File: config.mk
export PLATFORM = sky130hd
export DESIGN_NAME = aes_round_sequencer
export DESIGN_NICKNAME = d
export VERILOG_FILES = /design/src/rtl/aes_pkg.sv /design/src/rtl/aes_round_flags.sv /design/src/rtl/aes_round_sequencer.sv
export SDC_FILE = /design/constraint.sdc
export NUM_CORES = 1
export LEC_CHECK = 0
export BUFFER_PORTS_ARGS = -buffer_cell sky130_fd_sc_hd__buf_2
export CORE_AREA = 2 2 39 41
export CTS_CLUSTER_SIZE = 8
export DETAILED_ROUTE_END_ITERATION = 10
export DIE_AREA = 0 0 41 43
export PLACE_DENSITY = 0.7
export RECOVER_POWER = 50
export SLEW_MARGIN = 10
export SYNTH_ARGS = -nofsm -noshare
export SYNTH_HDL_FRONTEND = slang
export SYNTH_SLANG_ARGS = --single-unit
export TNS_END_PERCENT = 50
File: constraint.sdc
create_clock -name clk -period 4.59 [get_ports clk]
set_clock_uncertainty 0.15 [all_clocks]
set_input_delay 0.6885 -clock clk [delete_from_list [all_inputs] [get_ports clk]]
set_output_delay 0.6885 -clock clk [all_outputs]
set_load 0.005 [all_outputs]
File: src/rtl/aes_pkg.sv
// -----------------------------------------------------------------------------
// aes_pkg
// Shared definitions for the AES round sequencer and its flag decoder:
//   - key_mode encodings (KM_128 / KM_192 / KM_256; 2'b11 is reserved)
//   - default round counts for each key size
//   - sequencer state encoding (2 bits)
// No ports; imported with "import aes_pkg::*;".
// -----------------------------------------------------------------------------
package aes_pkg;

   // key_mode encodings
   localparam logic [1:0] KM_128 = 2'b00;
   localparam logic [1:0] KM_192 = 2'b01;
   localparam logic [1:0] KM_256 = 2'b10;

   // Default number of rounds per key size
   localparam int AES_NR_128 = 10;
   localparam int AES_NR_192 = 12;
   localparam int AES_NR_256 = 14;

   // Sequencer states
   typedef enum logic [1:0] {
      ST_IDLE = 2'd0,
      ST_RUN  = 2'd1,
      ST_DONE = 2'd2
   } state_t;

endpackage : aes_pkg

File: src/rtl/aes_round_flags.sv
// -----------------------------------------------------------------------------
// aes_round_flags
// Purely combinational decoder of the per-round datapath control flags from the
// sequencer registers. Shared with the key expansion controller.
// Ports:
//   state     in   sequencer state (flags only asserted in ST_RUN)
//   round     in   current round index, 0..nr
//   nr        in   round count of the operation
//   first_rnd out  round 0 (initial AddRoundKey)
//   mix_en    out  rounds 1..nr-1 (MixColumns active)
//   pre_last  out  round nr-1 (key unit prefetches final round key)
//   last_rnd  out  round nr (final round, no MixColumns)
// -----------------------------------------------------------------------------
module aes_round_flags
   import aes_pkg::*;
#(
   parameter int CNT_W = 4
) (
   input  state_t           state,
   input  logic [CNT_W-1:0] round,
   input  logic [CNT_W-1:0] nr,
   output logic             first_rnd,
   output logic             mix_en,
   output logic             pre_last,
   output logic             last_rnd
);

   logic             run;
   logic [CNT_W-1:0] nr_m1;

   assign run   = (state == ST_RUN);
   assign nr_m1 = nr - {{(CNT_W-1){1'b0}}, 1'b1};

   always_comb begin
      first_rnd = run && (round == '0);
      // round never exceeds nr in RUN, so first/mix/last are mutually exclusive
      mix_en    = run && (round != '0) && (round < nr);
      pre_last  = run && (round == nr_m1);
      last_rnd  = run && (round == nr);
   end

endmodule : aes_round_flags

File: src/rtl/aes_round_sequencer.sv
// -----------------------------------------------------------------------------
// aes_round_sequencer
// Start/busy/done round controller for the AES encryption datapath supporting
// AES-128/192/256 (NR_128/NR_192/NR_256 rounds), with stall, abort and
// back-to-back start.
// Ports:
//   clk       in   system clock, rising edge
//   clr       in   synchronous active-high reset (highest priority)
//   start     in   begin an operation (honoured in IDLE and DONE only)
//   key_mode  in   00=128, 01=192, 10=256, 11=reserved (runs as 128)
//   cnt_en    in   advance the round; low stalls the sequencer
//   abort     in   cancel the operation in progress (no done pulse)
//   busy      out  high in RUN
//   round     out  current round index 0..nr
//   nr        out  round count latched at start
//   first_rnd/mix_en/pre_last/last_rnd  out  per-round datapath flags
//   done      out  single-cycle completion pulse
// All outputs are decoded from registered state only.
// -----------------------------------------------------------------------------
module aes_round_sequencer
   import aes_pkg::*;
#(
   parameter int CNT_W  = 4,
   parameter int NR_128 = AES_NR_128,
   parameter int NR_192 = AES_NR_192,
   parameter int NR_256 = AES_NR_256
) (
   input  logic             clk,
   input  logic             clr,
   input  logic             start,
   input  logic [1:0]       key_mode,
   input  logic             cnt_en,
   input  logic             abort,
   output logic             busy,
   output logic [CNT_W-1:0] round,
   output logic [CNT_W-1:0] nr,
   output logic             first_rnd,
   output logic             mix_en,
   output logic             pre_last,
   output logic             last_rnd,
   output logic             done
);

   state_t           state_q, state_d;
   logic [CNT_W-1:0] round_q, round_d;
   logic [CNT_W-1:0] nr_q,    nr_d;
   logic [CNT_W-1:0] nr_sel;

   // Round count selected by key_mode; the reserved code falls back to 128
   always_comb begin
      unique case (key_mode)
         KM_192:  nr_sel = CNT_W'(NR_192);
         KM_256:  nr_sel = CNT_W'(NR_256);
         default: nr_sel = CNT_W'(NR_128);
      endcase
   end

   // Next-state logic
   always_comb begin
      state_d = state_q;
      round_d = round_q;
      nr_d    = nr_q;
      unique case (state_q)
         ST_IDLE: begin
            round_d = '0;
            if (start) begin
               nr_d    = nr_sel;
               state_d = ST_RUN;
            end
         end
         ST_RUN: begin
            if (abort) begin
               round_d = '0;
               state_d = ST_IDLE;
            end else if (cnt_en) begin
               if (round_q < nr_q) begin
                  round_d = round_q + {{(CNT_W-1){1'b0}}, 1'b1};
               end else begin
                  // round holds nr through DONE so it is visible with done
                  state_d = ST_DONE;
               end
            end
         end
         ST_DONE: begin
            round_d = '0;
            if (start) begin
               // back-to-back: skip IDLE and re-latch the round count
               nr_d    = nr_sel;
               state_d = ST_RUN;
            end else begin
               state_d = ST_IDLE;
            end
         end
         default: begin
            round_d = '0;
            state_d = ST_IDLE;
         end
      endcase
   end

   always_ff @(posedge clk) begin
      if (clr) begin
         state_q <= ST_IDLE;
         round_q <= '0;
         nr_q    <= CNT_W'(NR_128);
      end else begin
         state_q <= state_d;
         round_q <= round_d;
         nr_q    <= nr_d;
      end
   end

   assign busy  = (state_q == ST_RUN);
   assign done  = (state_q == ST_DONE);
   assign round = round_q;
   assign nr    = nr_q;

   aes_round_flags #(
      .CNT_W (CNT_W)
   ) u_flags (
      .state     (state_q),
      .round     (round_q),
      .nr        (nr_q),
      .first_rnd (first_rnd),
      .mix_en    (mix_en),
      .pre_last  (pre_last),
      .last_rnd  (last_rnd)
   );

endmodule : aes_round_sequencer
==> results_dict.tcl, run 1 <==
set metrics [dict create \
    finalNetCount 101 \
    syn_to_final_growth_pct 18.24 \
    critical_path_peak_fanout 7 \
    clkTransAtPathRegs_ns 0.05 \
    seq_area_frac_synth_pct 28.83 \
    final-setup-viol-count 0 \
    required_ns 3.75 \
    final_common_cell "buf_2" \
    drc 0 \
    via_count 539 \
    worstSetupStartpointType "flip-flop" \
    end_kind "output port" \
    hold_buffers 0 \
    syn_nets 81 \
    die_h_um 43 \
    syn_avg_cell_area_um2 8.170 \
    die-area_um2 1763 \
    clock_latency_ns 0.26 \
    yosys_warnings 0 \
    ys_ff_latch 8 \
    cts.repair.resized 0 \
    cts_setup_buffers 0 \
    dpl_worst_slack_ns 2.403 \
    cts.sinks 8 \
    period_needed_ns 2.481 \
    report.final.slew_viol_count 0 \
    grt_pass1_vias 470 \
    grt.total_usage_pct 15.69 \
    totalWireLength_mm 1.173 \
    syn_area_um2 555.5 \
    place_hpwl_um 918.2 \
    die_width_um 41 \
    syn-instance-count 68 \
    drt-initial-drc-count 9 \
    cap_violations 0 \
    drive_above_1_share_pct 22.09 \
    setup_tns_ns 0 \
    n_antenna_cell 0 \
    rows 14 \
    grt_overflow 0 \
    fin_area_um2 656.9 \
    leakage_nw 0.3187 \
    relSlewSlack_pct 65.82 \
    arrival_ns 1.64 \
    hold_path.class "flip-flop to flip-flop" \
    whs_ns 0.3202 \
    antenna_found_initial 0 \
    numCtsBuffers 3 \
    most-common-layout-cells "15 x buf_2, 8 x dfxtp_1, 6 x inv_1, 6 x ha_1, 5 x nor2_1" \
    critical_path_class "flip-flop to output port" \
    max_slew.worst_pin.slew_ns 0.5056 \
    synthArstFlopShare_pct 0 \
    timing.final.ws_setup_ns 2.109 \
    ys_dominant_reg_cell "dfxtp_1" \
    htree_levels 1 \
    hold_viol 0 \
    rsz0062_at_grt "no" \
    grt_max_degree 13 \
    drt-pass1-iter-count 4 \
    wl_per_cell_um 11.50 \
    cts_buffer_depth 2 \
    ir_worst_vdd_mv 0.1045 \
    core_area_um2 1384 \
    power_density_nw_per_um2 231.3 \
    place_area_um2 639.4 \
    place_congestion 0.7991 \
    port_buffers 18 \
    fmax_ghz 0.4031 \
    vias_per_cell 5.284 \
    post-route-util_pct 47.47 \
    finalCritPeriodShare_pct 54.05 \
    synth_cell_types 30 \
    grt_pass1_wl_mm 1.849 \
    io_pins 21 \
    drt.antenna.violating_nets 0 \
    synth-edff-count 0 \
    cts_root_buf "clkbuf_4" \
    outcome "completed" \
    tritoncts "done" \
    start_util_pct 40.14 \
]
cell type report:
cell class              count  area, um^2
well taps                  16       20.02
flip-flops and latches      8       160.2
inverters                   6       22.52
repair buffers             18       86.33
multi-input cells          51       345.3
fillers                   148       726.9
clock buffers               3       22.52
final timing paths:
path                      endpoint                   from  slack [ns]  cells after the start
max                         mix_en  round[2]$_SDFFE_PP0P_        2.11                      5
min             nr[2]$_SDFFE_PP0P_     nr[2]$_SDFFE_PP0P_        0.32                      2
max reg2reg  round[3]$_SDFFE_PP0P_  round[2]$_SDFFE_PP0P_        2.70                      4
min reg2reg     nr[2]$_SDFFE_PP0P_     nr[2]$_SDFFE_PP0P_        0.32                      2
worst max-delay path, stage by stage (launching register included):
cell     delay, ns
dfxtp_1       0.49
ha_1          0.32
nor2b_1       0.16
o21ai_0       0.15
and3_1        0.16
buf_2         0.10
state kept, by name, indices dropped and copies added (netlist names):
signal   flops
round        4
state_q      2
nr           2
cell families after synthesis:
kind of cell    synth area share [%]
fa+ha+maj                      13.51
simple gates                   27.25
buf+inv                        8.783
mux                            1.802
flops                          28.83
other cells                    1.352
xor+xnor                       3.154
compound gates                 15.32
synthesized netlist by cell type (all sizes together) (2+ instances only):
cell / instances / share of area [%]
nor2b: 2 / 2.3
o21ai: 3 / 2.7
a21oi: 4 / 3.6
nand2b: 3 / 3.4
or3: 2 / 2.3
nand3: 4 / 3.6
dfxtp: 8 / 29
nand2: 3 / 2.0
xnor2: 2 / 3.2
inv: 6 / 4.1
buf: 3 / 4.7
nor2: 5 / 3.4
ha: 6 / 14
conb: 2 / 1.4
power by group:
| part | internal (W) | switching [W] | total [W] |
|---|---|---|---|
| Sequential | 0.0000719 | 0.00000194 | 0.0000738 |
| Combinational | 0.0000116 | 0.0000125 | 0.0000241 |
| Clock | 0.0000299 | 0.0000241 | 0.0000540 |
per-stage QoR:
stage | instances | power, W
5_1_grt | 102 | 0.0001606
4_1_cts | 102 | 0.0001543
3_5_place_dp | 99 | 0.00009963
6_report | 102 | 0.0001519
2_1_floorplan | 68 | 0.00009156
3_3_place_gp | 99 | 0.00009882
per-layer routing:
metal	up-vias	track usage, %	share of wire, %
li1	270	-	-
met1	250	18.45	45
met2	15	23.44	48
met3	4	1.571	4.1
met4	0	14.00	2.2
met5	-	0	0
Note: power is estimated with default switching activity, not from simulation.
==> run 2, diff against run 1 <==
==> constraint.sdc (replaced) <==
create_clock -name clk -period 2.3 [get_ports clk]
set_clock_uncertainty 0.15 [all_clocks]
set_input_delay 0.345 -clock clk [delete_from_list [all_inputs] [get_ports clk]]
set_output_delay 0.345 -clock clk [all_outputs]
set_load 0.005 [all_outputs]
==> results_dict.tcl, run 2 (same netlist as run 1, synthesis figures left out) <==
set metrics [dict create \
    place_hpwl_um 845.2 \
    cp.buffers_inverters 2 \
    ir_worst_vdd_mv 0.1964 \
    period_needed_ns 2.144 \
    fmax_ghz 0.4664 \
    cts_setup_buffers 0 \
    r2r_setup_slack_ns 0.51 \
    crit_chain "inv_1, ha_1, or3_1, nor3_1, buf_2" \
    clkTransAtPathRegs_ns 0.06 \
    path_delay_family "simple AND/OR/NAND/NOR gates" \
    dpl_worst_slack_ns 0.4512 \
    die_h_um 43 \
    grt.total_usage_pct 14.50 \
    drt-pass1-iter-count 4 \
    via_count 531 \
    final_common_cell "buf_2" \
    finalCritPeriodShare_pct 93.21 \
    clock_latency_ns 0.26 \
    report.final.slew_viol_count 0 \
    end_kind "output port" \
    hold_path.class "input pin to flip-flop" \
    largest_reg_flops 4 \
    grt_pass1_vias 430 \
    worstSetupStartpointType "flip-flop" \
    die_width_um 41 \
    leakage_nw 0.3132 \
    required_ns 1.80 \
    critical_path_peak_fanout 5 \
    cts_buffer_depth 2 \
    totalWireLength_mm 1.070 \
    timing.final.ws_setup_ns 0.1561 \
    critPathSlowestCell "dfxtp_1" \
    power_w 0.0003048 \
    critical_path_class "flip-flop to output port" \
    core_area_um2 1384 \
    drt-initial-drc-count 10 \
    io_pins 21 \
    rsz0062_at_grt "no" \
    post-route-util_pct 47.74 \
    drt.antenna.violating_nets 0 \
    port_buffers 18 \
    setup_tns_ns 0 \
    final-setup-viol-count 0 \
    cap_violations 0 \
    numCtsBuffers 3 \
    power_density_nw_per_um2 461.4 \
    vias_per_cell 5.155 \
    wl_per_cell_um 10.39 \
    finalNetCount 102 \
    cts.repair.resized 0 \
    most-common-layout-cells "14 x buf_2, 8 x dfxtp_1, 6 x inv_1, 6 x ha_1, 5 x nor2_1" \
    start_util_pct 40.14 \
    arrival_ns 1.65 \
    n_antenna_cell 0 \
    antenna_found_initial 0 \
    die-area_um2 1763 \
    max_slew.worst_pin.slew_ns 0.5135 \
    grt_max_degree 13 \
    place_congestion 0.7973 \
    hold_buffers 0 \
    cts.sinks 8 \
    grt_pass1_wl_mm 1.662 \
    drc 0 \
    drive_above_1_share_pct 21.84 \
    htree_levels 1 \
    rows 14 \
    syn_to_final_growth_pct 18.92 \
    critPathMaxStageDelay_ns 0.39 \
    grt_overflow 0 \
    outcome "completed" \
    relSlewSlack_pct 65.28 \
    tritoncts "done" \
    cts_root_buf "clkbuf_4" \
    hold_viol 0 \
]
## run 2: cell types whose count changed in the layout (fill, tap and decap cells not counted)
cell | before | now
and3b_1 | 1 | 0
buf_2 | 15 | 14
clkbuf_1 | 3 | 4
and3b_2 | 0 | 1
buf_1 | 0 | 1
## run 2: layer usage
layer  track usage (%)  routed length, um  vias up
met3             4.712                 60        6
met5                 0                  0        -
li1                  -                  -      276
met1             17.21                494      231
met2             20.00                482       18
met4             12.00                 34        0
## run 2: final timing paths
kind / from / end / cells past startpoint
hold / removal: clr / nr[2]$_SDFFE_PP0P_ / 2
setup / recovery: round[1]$_SDFFE_PP0P_ / pre_last / 5
setup reg to reg: nr[2]$_SDFFE_PP0P_ / round[3]$_SDFFE_PP0P_ / 5
hold reg to reg: nr[2]$_SDFFE_PP0P_ / nr[2]$_SDFFE_PP0P_ / 2
## run 2: worst register-to-register path: stages (launching register included)
cell     delay, ns
dfxtp_1       0.34
inv_1         0.07
ha_1          0.31
and3b_2       0.23
or4_1         0.49
a21oi_1       0.14
## run 2: power by group
group | internal, W | switching (W) | total, W
combinational | 0.0000234 | 0.0000239 | 0.0000473
clock | 0.0000599 | 0.0000504 | 0.000110
sequential | 0.000143 | 0.00000388 | 0.000147
## run 2: area by class of cell
cell class                 instances  area, um^2
fill                             149       723.2
multi-input combinational         51       346.6
sequential                         8       160.2
timing repair buffer              19       88.84
clock buffer                       3       22.52
inverter                           6       22.52
tap                               16       20.02
## run 2: per-stage QoR
stage,hold slack (ns),cell area (um^2),instances
3_3_place_gp,0.3131,646.9,100
4_1_cts,0.1470,669.4,103
5_1_grt,0.1508,660.6,103
3_5_place_dp,0.3161,646.9,100
2_1_floorplan,0.2641,555.5,68
6_report,0.1533,660.6,103
